--- src/rtl/inst_fetch_pkg.sv ---
// Shared definitions for the instruction fetch stage.
// The system-wide configuration macros below normally come from the shared
// sysconfig.v. Each one is defined here only when it does not already exist,
// so a project-level sysconfig.v read earlier takes precedence.
// The package turns the macros into typed localparams. It also holds the FSM
// state enum, the PC-select enum, the output-register struct and small helper
// functions that the other files use.

`ifndef XLEN
`define XLEN 64
`endif
`ifndef INST_LEN
`define INST_LEN 32
`endif
`ifndef TRAP_LEN
`define TRAP_LEN 8
`endif
`ifndef INST_NOP
`define INST_NOP 32'h0000_0013
`endif
`ifndef TRAP_INST_MISALIGNED
`define TRAP_INST_MISALIGNED 0
`endif
`ifndef TRAP_INST_ACCESS_FAULT
`define TRAP_INST_ACCESS_FAULT 1
`endif
`ifndef CTRLBUS_LEN
`define CTRLBUS_LEN 6
`endif
`ifndef CTRLBUS_PC
`define CTRLBUS_PC 0
`endif

package inst_fetch_pkg;

  localparam int XLEN                   = `XLEN;
  localparam int INST_LEN               = `INST_LEN;
  localparam int TRAP_LEN               = `TRAP_LEN;
  localparam int CTRLBUS_LEN            = `CTRLBUS_LEN;
  localparam int CTRLBUS_PC             = `CTRLBUS_PC;
  localparam int TRAP_INST_MISALIGNED   = `TRAP_INST_MISALIGNED;
  localparam int TRAP_INST_ACCESS_FAULT = `TRAP_INST_ACCESS_FAULT;
  localparam logic [INST_LEN-1:0] INST_NOP = `INST_NOP;

  typedef enum logic [1:0] {
    FS_IDLE = 2'd0,
    FS_WAIT = 2'd1,
    FS_OUT  = 2'd2,
    FS_KILL = 2'd3
  } fetch_state_e;

  typedef enum logic [1:0] {
    PC_HOLD     = 2'd0,
    PC_INC      = 2'd1,
    PC_REDIRECT = 2'd2
  } pc_sel_e;

  typedef struct packed {
    logic                valid;
    logic [XLEN-1:0]     addr;
    logic [INST_LEN-1:0] data;
    logic [TRAP_LEN-1:0] trap;
  } fetch_out_t;

  localparam fetch_out_t OUT_INVALID = '{
    valid: 1'b0,
    addr:  {XLEN{1'b0}},
    data:  INST_NOP,
    trap:  {TRAP_LEN{1'b0}}
  };

  // One-hot trap vector with only the given cause bit set.
  function automatic logic [TRAP_LEN-1:0] trap_bit(input int idx);
    logic [TRAP_LEN-1:0] vec;
    vec      = {TRAP_LEN{1'b0}};
    vec[idx] = 1'b1;
    return vec;
  endfunction

  // Fetch addresses must be 4-byte aligned.
  function automatic logic pc_aligned(input logic [XLEN-1:0] pc);
    return (pc[1:0] == 2'b00);
  endfunction

endpackage

--- src/rtl/inst_fetch_if.sv ---
// Instruction memory request/response bundle.
// master : fetch stage (drives the request, receives the response)
// slave  : instruction memory
// Signals:
//   req_valid / req_addr / req_ready   request handshake
//   resp_valid / resp_data / resp_err  single-cycle response, err is qualified
//                                      by resp_valid

interface inst_fetch_if;
  import inst_fetch_pkg::*;

  logic                req_valid;
  logic [XLEN-1:0]     req_addr;
  logic                req_ready;
  logic                resp_valid;
  logic [INST_LEN-1:0] resp_data;
  logic                resp_err;

  modport master (
    output req_valid, req_addr,
    input  req_ready, resp_valid, resp_data, resp_err
  );

  modport slave (
    input  req_valid, req_addr,
    output req_ready, resp_valid, resp_data, resp_err
  );

endinterface

--- src/rtl/inst_fetch_pc_gen.sv ---
// Program counter for the fetch stage: next-PC mux and PC register.
// Ports:
//   clk, rst        clock, asynchronous active-low reset
//   pc_sel_i        hold / +4 / redirect select from the fetch FSM
//   redirect_pc_i   redirect target
//   pc_o            current PC (registered)
//   pc_next_o       PC the register loads at the next edge

module pc_gen
  import inst_fetch_pkg::*;
#(
  parameter logic [XLEN-1:0] RESET_PC = 64'h0000_0000_8000_0000
) (
  input  logic            clk,
  input  logic            rst,
  input  pc_sel_e         pc_sel_i,
  input  logic [XLEN-1:0] redirect_pc_i,
  output logic [XLEN-1:0] pc_o,
  output logic [XLEN-1:0] pc_next_o
);

  logic [XLEN-1:0] pc_q;
  logic [XLEN-1:0] pc_d;

  // Next-PC select; the +4 wraps silently at the top of the address space.
  always_comb begin
    pc_d = pc_q;
    case (pc_sel_i)
      PC_HOLD:     pc_d = pc_q;
      PC_INC:      pc_d = pc_q + XLEN'(3'd4);
      PC_REDIRECT: pc_d = redirect_pc_i;
      default:     pc_d = pc_q;
    endcase
  end

  // PC register.
  always_ff @(posedge clk or negedge rst) begin
    if (!rst) begin
      pc_q <= RESET_PC;
    end else begin
      pc_q <= pc_d;
    end
  end

  assign pc_o      = pc_q;
  assign pc_next_o = pc_d;

endmodule

--- src/rtl/inst_fetch.sv ---
// Instruction fetch stage: issues one outstanding request at a time to the
// instruction memory and presents the fetched instruction (or a fetch trap)
// in a registered output towards IF/ID.
// Ports:
//   clk, rst                    clock, asynchronous active-low reset
//   stall_valid_i[CTRL_IDX]     hold the output register and the PC
//   flush_valid_i[CTRL_IDX]     drop the output, refetch the same PC
//   redirect_valid_i/_pc_i      branch/trap redirect (highest priority)
//   imem                        memory request/response bundle (master side)
//   inst_valid_o, inst_addr_if_o, inst_data_if_o, trap_bus_if_o
//                               presented instruction, registered

module inst_fetch
  import inst_fetch_pkg::*;
#(
  parameter logic [XLEN-1:0] RESET_PC = 64'h0000_0000_8000_0000,
  parameter int              CTRL_IDX = CTRLBUS_PC
) (
  input  logic                   clk,
  input  logic                   rst,
  input  logic [CTRLBUS_LEN-1:0] stall_valid_i,
  input  logic [CTRLBUS_LEN-1:0] flush_valid_i,
  input  logic                   redirect_valid_i,
  input  logic [XLEN-1:0]        redirect_pc_i,
  inst_fetch_if.master           imem,
  output logic                   inst_valid_o,
  output logic [XLEN-1:0]        inst_addr_if_o,
  output logic [INST_LEN-1:0]    inst_data_if_o,
  output logic [TRAP_LEN-1:0]    trap_bus_if_o
);

  fetch_state_e    state_q, state_d;
  fetch_out_t      out_q, out_d;
  logic            req_valid_q, req_valid_d;
  logic [XLEN-1:0] req_addr_q, req_addr_d;

  pc_sel_e         pc_sel_s;
  logic [XLEN-1:0] pc_s;
  logic [XLEN-1:0] pc_next_s;
  logic            stall_s;
  logic            flush_s;
  logic            req_fire_s;
  logic            unused_ctrl_s;

  assign stall_s    = stall_valid_i[CTRL_IDX];
  assign flush_s    = flush_valid_i[CTRL_IDX];
  assign req_fire_s = req_valid_q & imem.req_ready;
  // Only this stage's bit of the control buses is meaningful here.
  assign unused_ctrl_s = ^{stall_valid_i, flush_valid_i};

  pc_gen #(
    .RESET_PC (RESET_PC)
  ) u_pc_gen (
    .clk           (clk),
    .rst           (rst),
    .pc_sel_i      (pc_sel_s),
    .redirect_pc_i (redirect_pc_i),
    .pc_o          (pc_s),
    .pc_next_o     (pc_next_s)
  );

  // Next state, next PC select and next output register.
  // Priority in every state: redirect, then flush, then stall/normal flow.
  // A request accepted (or outstanding) when it is cancelled goes to KILL so
  // its response is swallowed; a response that arrives in the cancelling
  // cycle itself is simply not captured.
  always_comb begin
    state_d  = state_q;
    out_d    = out_q;
    pc_sel_s = PC_HOLD;
    case (state_q)
      FS_IDLE: begin
        if (redirect_valid_i) begin
          pc_sel_s = PC_REDIRECT;
          out_d    = OUT_INVALID;
          state_d  = req_fire_s ? FS_KILL : FS_IDLE;
        end else if (flush_s) begin
          out_d   = OUT_INVALID;
          state_d = req_fire_s ? FS_KILL : FS_IDLE;
        end else if (!pc_aligned(pc_s)) begin
          // No request for a misaligned PC; present the trap directly.
          out_d   = '{valid: 1'b1, addr: pc_s, data: INST_NOP,
                      trap: trap_bit(TRAP_INST_MISALIGNED)};
          state_d = FS_OUT;
        end else if (req_fire_s) begin
          state_d = FS_WAIT;
        end else begin
          state_d = FS_IDLE;
        end
      end
      FS_WAIT: begin
        if (redirect_valid_i) begin
          pc_sel_s = PC_REDIRECT;
          out_d    = OUT_INVALID;
          state_d  = imem.resp_valid ? FS_IDLE : FS_KILL;
        end else if (flush_s) begin
          out_d   = OUT_INVALID;
          state_d = imem.resp_valid ? FS_IDLE : FS_KILL;
        end else if (imem.resp_valid) begin
          out_d   = '{valid: 1'b1, addr: pc_s,
                      data: imem.resp_err ? INST_NOP : imem.resp_data,
                      trap: imem.resp_err ? trap_bit(TRAP_INST_ACCESS_FAULT)
                                          : {TRAP_LEN{1'b0}}};
          state_d = FS_OUT;
        end else begin
          state_d = FS_WAIT;
        end
      end
      FS_OUT: begin
        if (redirect_valid_i) begin
          pc_sel_s = PC_REDIRECT;
          out_d    = OUT_INVALID;
          state_d  = FS_IDLE;
        end else if (flush_s) begin
          out_d   = OUT_INVALID;
          state_d = FS_IDLE;
        end else if (!stall_s) begin
          pc_sel_s = PC_INC;
          out_d    = OUT_INVALID;
          state_d  = FS_IDLE;
        end else begin
          state_d = FS_OUT;
        end
      end
      FS_KILL: begin
        out_d = OUT_INVALID;
        if (redirect_valid_i) begin
          pc_sel_s = PC_REDIRECT;
          state_d  = imem.resp_valid ? FS_IDLE : FS_KILL;
        end else if (imem.resp_valid) begin
          state_d = FS_IDLE;
        end else begin
          state_d = FS_KILL;
        end
      end
      default: begin
        out_d   = OUT_INVALID;
        state_d = FS_IDLE;
      end
    endcase
    // The request is registered: it is raised for the PC the stage will hold
    // in IDLE, so its address cannot change while it waits for ready.
    req_valid_d = (state_d == FS_IDLE) && pc_aligned(pc_next_s);
    req_addr_d  = pc_next_s;
  end

  // State, request and output registers.
  always_ff @(posedge clk or negedge rst) begin
    if (!rst) begin
      state_q     <= FS_IDLE;
      out_q       <= OUT_INVALID;
      req_valid_q <= 1'b0;
      req_addr_q  <= RESET_PC;
    end else begin
      state_q     <= state_d;
      out_q       <= out_d;
      req_valid_q <= req_valid_d;
      req_addr_q  <= req_addr_d;
    end
  end

  assign imem.req_valid = req_valid_q;
  assign imem.req_addr  = req_addr_q;
  assign inst_valid_o   = out_q.valid;
  assign inst_addr_if_o = out_q.addr;
  assign inst_data_if_o = out_q.data;
  assign trap_bus_if_o  = out_q.trap;

endmodule

--- src/flat_wrapper.sv ---
// flat-port wrapper written by rule: the top's interface ports become plain ports
module inst_fetch_flat import inst_fetch_pkg::*;
#(
  parameter logic [XLEN-1:0] RESET_PC = 64'h0000_0000_8000_0000,
  parameter int              CTRL_IDX = CTRLBUS_PC
)
  (clk, rst, stall_valid_i, flush_valid_i, redirect_valid_i, redirect_pc_i, inst_valid_o, inst_addr_if_o, inst_data_if_o, trap_bus_if_o, imem_req_valid, imem_req_addr, imem_req_ready, imem_resp_valid, imem_resp_data, imem_resp_err);
  inst_fetch_if imem_i ();
  input  logic clk;
  input  logic rst;
  input  logic [CTRLBUS_LEN-1:0] stall_valid_i;
  input  logic [CTRLBUS_LEN-1:0] flush_valid_i;
  input  logic redirect_valid_i;
  input  logic [XLEN-1:0] redirect_pc_i;
  output logic inst_valid_o;
  output logic [XLEN-1:0] inst_addr_if_o;
  output logic [INST_LEN-1:0] inst_data_if_o;
  output logic [TRAP_LEN-1:0] trap_bus_if_o;
  output wire logic [$bits(imem_i.req_valid)-1:0] imem_req_valid;
  output wire logic [$bits(imem_i.req_addr)-1:0] imem_req_addr;
  input wire logic [$bits(imem_i.req_ready)-1:0] imem_req_ready;
  input wire logic [$bits(imem_i.resp_valid)-1:0] imem_resp_valid;
  input wire logic [$bits(imem_i.resp_data)-1:0] imem_resp_data;
  input wire logic [$bits(imem_i.resp_err)-1:0] imem_resp_err;
  assign imem_req_valid = imem_i.req_valid;
  assign imem_req_addr = imem_i.req_addr;
  assign imem_i.req_ready = imem_req_ready;
  assign imem_i.resp_valid = imem_resp_valid;
  assign imem_i.resp_data = imem_resp_data;
  assign imem_i.resp_err = imem_resp_err;
  inst_fetch #(.RESET_PC(RESET_PC), .CTRL_IDX(CTRL_IDX)) u_core (.clk(clk), .rst(rst), .stall_valid_i(stall_valid_i), .flush_valid_i(flush_valid_i), .redirect_valid_i(redirect_valid_i), .redirect_pc_i(redirect_pc_i), .imem(imem_i), .inst_valid_o(inst_valid_o), .inst_addr_if_o(inst_addr_if_o), .inst_data_if_o(inst_data_if_o), .trap_bus_if_o(trap_bus_if_o));
endmodule
--- config.mk ---
export PLATFORM = sky130hd
export DESIGN_NAME = inst_fetch_flat
export DESIGN_NICKNAME = d
export VERILOG_FILES = /design/src/rtl/inst_fetch_pkg.sv /design/src/rtl/inst_fetch_if.sv /design/src/rtl/inst_fetch_pc_gen.sv /design/src/rtl/inst_fetch.sv /design/src/flat_wrapper.sv
export SDC_FILE = /design/constraint.sdc
export NUM_CORES = 1
export LEC_CHECK = 0
export CORE_ASPECT_RATIO = 0.75
export CORE_MARGIN = 4
export CORE_UTILIZATION = 46
export CTS_CLUSTER_SIZE = 8
export DETAILED_ROUTE_END_ITERATION = 8
export PLACE_DENSITY = 0.83
export SLEW_MARGIN = 0
export SYNTH_ARGS = -nofsm -noshare
export SYNTH_HDL_FRONTEND = slang
export SYNTH_SLANG_ARGS = --single-unit
--- constraint.sdc ---
create_clock -name clk -period 3.6 [get_ports clk]
set_input_delay 1.08 -clock clk [delete_from_list [all_inputs] [get_ports clk]]
set_output_delay 1.08 -clock clk [all_outputs]
set_load 0.02 [all_outputs]
[Yosys cells after proc, flatten, opt, wreduce, memory -nomap -nowiden]
Cells that the tools add are included.
Storage, ports and cells
  bits in registers: 172
  input port bits: 114
  output and inout bits: 170
Cells by class
  $add $sub $neg: 1
  eq/ne operators: 8
  muxes and demuxes: 31
  bitwise logic cells: 1
  reduce and logical (&&, ||, !) cells: 8
Operator list (count)
  105-bit two-way mux: 9
  105-bit case mux with 4 select lines: 1
  64-bit case mux with 2 select lines: 1
  64-bit by 3-bit adder with 64-bit output (second input constant): 1
  32-bit two-way mux: 1
  2-bit two-way mux: 15
  4-bit inequality test (second input constant): 3
  2-bit zero test: 4
  2-bit case mux with 4 select lines: 1
  2-bit == test (second input constant): 3
  2-bit by 1-bit == test with 1-bit output (second input constant): 2
  2-bit case mux with 2 select lines: 1
  3-bit AND reduction: 1
  3-bit OR reduction: 1
  1-bit two-way mux: 2
  2-bit nonzero test: 1
  1-bit bitwise AND: 1
  1-bit logical AND: 1

[Depth between registers and ports, before layout]
  depth after elaboration: 8
  mapped depth: 10

[By module]
Synthesis repeated with hierarchy kept, for this count alone.
Second synthesis, totals
  cells, all modules: 1077
  area total of the unflattened synthesis: 10495.1 um^2
By module, submodules not included
  inst_fetch: instances 1, cells an instance 538, area each 6164.7 um^2, sequential area each 4159.0 um^2
  pc_gen: instances 1, cells an instance 539, area each 4330.4 um^2, sequential area each 1602.8 um^2

[Worst setup path before layout]
Ideal clock, no wire load.
  path type: input to register
  from: input port redirect_valid_i
  to: register u_core.req_addr_q[47], in the netlist u_core.imem.req_addr[47]
  data arrival time: 3.087 ns
  data required time: 3.513 ns
  path slack: 0.426 ns
  cell stages on the path: 9
  path buffers: 3
  cells stage by stage: or3_1 nor3b_1 ha_1 clkbuf_1 nor2_1 clkbuf_1 clkbuf_1 a22oi_1 o211ai_1
On the way
  word-level cells in the longest chain between the ends: 4
  elaborated cells between the ends (all ways): 7
  those cells by class: 2 x eq/ne; 4 x mux; 1 x reduce/logical
RTL lines
  start: declaration: line flat_wrapper.sv:13  | input logic redirect_valid_i;
  2-bit two-way mux (on tied branches)
  2-bit case mux with 2 select lines *: line inst_fetch.sv:71  | case (state_q)
  2-bit == test / 2-bit by 1-bit == test with 1-bit output (equally long branches): line inst_fetch_pc_gen.sv:28  | case (pc_sel_i)
  64-bit case mux with 2 select lines / 2-bit nonzero test (equally long branches)
  end signal: assignment: line inst_fetch.sv:158  | req_addr_q <= req_addr_d;
  end: declaration: line inst_fetch.sv:35  | logic [XLEN-1:0] req_addr_q, req_addr_d;
Every way passes the cells marked *; elsewhere a longest branch is shown, timed or not.
A chain may end at the register's enable or synchronous reset.

[Final worst setup path]
  from: input port flush_valid_i[0]
  to: register u_core.req_addr_q[47], in the netlist u_core.imem.req_addr[47]
On the way
  word-level cells in the longest chain between the ends: 5
  elaborated cells between the ends (all ways): 7
  those cells by class: 2 x eq/ne; 4 x mux; 1 x reduce/logical
RTL lines
  start: declaration: line flat_wrapper.sv:12  | input logic [CTRLBUS_LEN-1:0] flush_valid_i;
  2-bit two-way mux *: line inst_fetch.sv:114  | end else if (flush_s) begin
  2-bit two-way mux *: line inst_fetch.sv:110  | if (redirect_valid_i) begin
  2-bit case mux with 2 select lines *: line inst_fetch.sv:71
  2-bit == test / 2-bit by 1-bit == test with 1-bit output (equally long branches): line inst_fetch_pc_gen.sv:28
  64-bit case mux with 2 select lines / 2-bit nonzero test (equally long branches)
Marked as above.

==> qor.yml <==
whs_ns: 0.466
synth_edf_count: 0
drv_cap: 0
grt_usage_pct: 28.1
synth_area_leaders: "dfrtp_1 (48%), a22o_1 (7.1%), nand2_1 (5.4%)"
netlist_instances: 889
fin_nets: 1250
r2r_start: "u_core.imem.req_addr[4]$_DFFE_PN0P_"
fp-row-count: 42
ant_nets: 0
setup.worst_path.end: "u_core.imem.req_addr[47]$_DFFE_PN0P_"
synth_top_area_share_pct: 48.5
reg2reg_depth: 5
crit_required_ns: 3.95
grt_pass1_vias: 8172
clk_latency_ns: 0.44
cp_slowest_cell: "or4_1"
synthSimpleGateAreaFrac_pct: 21.3
numCtsBuffers: 17
slew_viol_final: 0
post-route-period-util_pct: 89.5
status: "complete, no violations"
drive_gt1_share_pct: 7.42
hp-start: "u_core.inst_data_if_o[4]$_DFFE_PN1P_"
globalRouteMet2Util_pct: 41.6
dp.cells: 1356
yosysWarningCount: 0
muxShareOfSynthArea_pct: 0.867
core-area_um2: 17800
fill_cells: 1372
totalWireLength_um: 29300
ys_seq_area_share_pct: 49.7
start_kind: "input port"
cts_resized: 0
gr-total-overflow: 0
synth_compound_area_share_pct: 22.4
hold_buffers: 0
grt.met1_usage_pct: 40.4
worst-setup-path-type: "in2reg"
drtIter0Drc: 1268
synth_area_per_cell_um2: 9.41
wl_per_cell_um: 21.1
grt_max_degree: 72
finalWeightedCongestion: 0.931
dp_hpwl_um: 20900
arrival_ns: 3.57
die_w_um: 164
dpl-instance-area_um2: 11400
dr.pass1.iters: 7
worst_pin_slew_ns: 0.831
htree_levels: 4
reg2reg_to: "u_core.imem.req_addr[61]$_DFFE_PN0P_"
grt-busiest-layer: "met2"
leakagePower_nw: 4.90
clk_pin_slew_worst_paths_ns: 0.07
synth_area_leader_cell: "dfrtp_1"
cts_tree: "built"
ys_types: 62
instances_no_fill: 1388
io_pins: 284
synthAdderAreaFrac_pct: 0.449
antenna_found_initial: 0
vias_per_cell: 6.18
hold_viol: 0
slew_headroom_pct: 44.1
die_area_um2: 20400
grt_pass1_wl_um: 46000
path_max_fanout: 23
drc: 0
cellPowerDensity_nw_per_um2: 462
cts.sinks: 166
setup_violations: 0
period_needed_ns: 3.22
fp.dieH_um: 125
crit_chain: "clkdlybuf4s50_1 > or3_1 > nor3b_1 > ha_2 > nand2b_1 > buf_12 > or4_1 > o211ai_1"
portBuffers: 267
diodes: 0
initial_utilization_pct: 47.1
cts.path.max_buffers: 2
synth_seq_cells: 166
reg2reg_setup_slack_ns: 0.90
ctsRootBufferMaster: "clkbuf_16"
clock_skew_ns: 0.0134
area.growth.synth_to_final_pct: 43.7
ir_worst_vdd_v: 0.000315
startpoint: "flush_valid_i[0]"
postCtsSetupBuffers: 0
synth_top_family_by_area: "compound AO/OA/AOI/OAI gates"
vias: 8571
endpoint_kind: "flip-flop"
synthArstFlopShare_pct: 100
fin_area_um2: 12000
synth-main-ff-cell: "dfrtp_1"
cpPeakStageDelay_ns: 0.52
synthXorXnorAreaFrac_pct: 0
multi_input_area_um2: 3820
grt_setup_unrepaired: "false"
min_path_type: "reg2reg"
met3_usage_pct: 8.34
syn_area_um2: 8370
seq_area_um2: 4160
fmax_mhz: 311
[registers in the layout, indices dropped and copies added (netlist names)]
name,flops
u_core.imem.req_addr,64
u_core.inst_addr_if_o,64
u_core.inst_data_if_o,32
u_core.state_q,2
u_core.trap_bus_if_o,2
u_core.imem.req_valid,1
u_core.inst_valid_o,1
[power by group]
part | internal [mW] | switching, mW | total, mW
sequential | 2.04 | 0.328 | 2.37
combinational | 0.611 | 0.691 | 1.30
clock | 1.06 | 0.821 | 1.88
[cell type report]
| type | instances | area share (%) |
|---|---|---|
| multi-input combinational | 624 | 31.8 |
| inverter | 28 | 0.874 |
| timing repair buffer | 296 | 25.2 |
| clock inverter | 14 | 1.36 |
| sequential | 166 | 34.6 |
| clock buffer | 18 | 3.65 |
| tap | 242 | 2.52 |
[worst min-delay path by stage]
stage	to	slack (ns)	cells past startpoint
global placement	u_core.inst_data_if_o[1]$_DFFE_PN1P_	0.45	2
detailed placement	u_core.inst_data_if_o[4]$_DFFE_PN1P_	0.46	2
floorplan	u_core.inst_data_if_o[0]$_DFFE_PN1P_	0.49	2
finish	u_core.inst_data_if_o[4]$_DFFE_PN1P_	0.47	2
CTS	u_core.inst_data_if_o[4]$_DFFE_PN1P_	0.47	2
global route	u_core.trap_bus_if_o[1]$_DFFE_PN0P_	0.50	2
[stage by stage]
step                utilization, %  total power, mW  setup WS (ns)  setup TNS (ns)
floorplan                        -             2.92          0.426               0
global placement              64.3             3.66        -0.0823          -0.670
detailed placement            64.3             3.69         -0.101          -0.910
CTS                           67.7             5.57          0.334               0
global route                  67.7             5.77          0.254               0
finish                        67.7             5.55          0.379               0
[cells in the final DEF, fill, tap and decap left out, types with 14 or more instances in the layout]
master,count
dfrtp_1,162
nor4_1,14
o21ai_0,74
a22oi_1,19
buf_4,18
nand4_1,42
a21oi_1,24
nand2_1,120
a22o_1,68
nand3_1,46
or4_1,15
inv_1,27
clkdlybuf4s50_1,266
nor2_1,31
clkbuf_16,17
nor3_1,24
[synth_stat cells (11+ instances only)]
library cell  number
a21oi_1           24
a22o_1            68
a22oi_1           19
buf_2             17
clkbuf_1          48
dfrtp_1          162
inv_1             27
nand2_1          120
nand3_1           46
nand4_1           42
nor2_1            33
nor3_1            25
nor4_1            14
o21ai_0           74
o31a_1            11
or4_1             15
[cells by family (layout without fill, tap and decap cells)]
group	after synthesis	after routing
compound gates	264	264
fa+ha+maj	3	3
buf+inv	104	356
flops	166	166
mux	7	7
other cells	1	6
simple gates	344	344
[routing by layer]
layer	routed length, µm	vias to the layer above
met5	0	-
met4	469	0
met3	3660	48
met2	13000	578
met1	12200	4100
li1	-	3845
[worst max-delay path, delay by kind of cell]
kind,cells,cell delay (ns)
fa+ha+maj,1,0.35
simple gates,4,1.40
buf+inv,2,0.62
compound gates,1,0.12
Power figures use the tool's default switching activity.
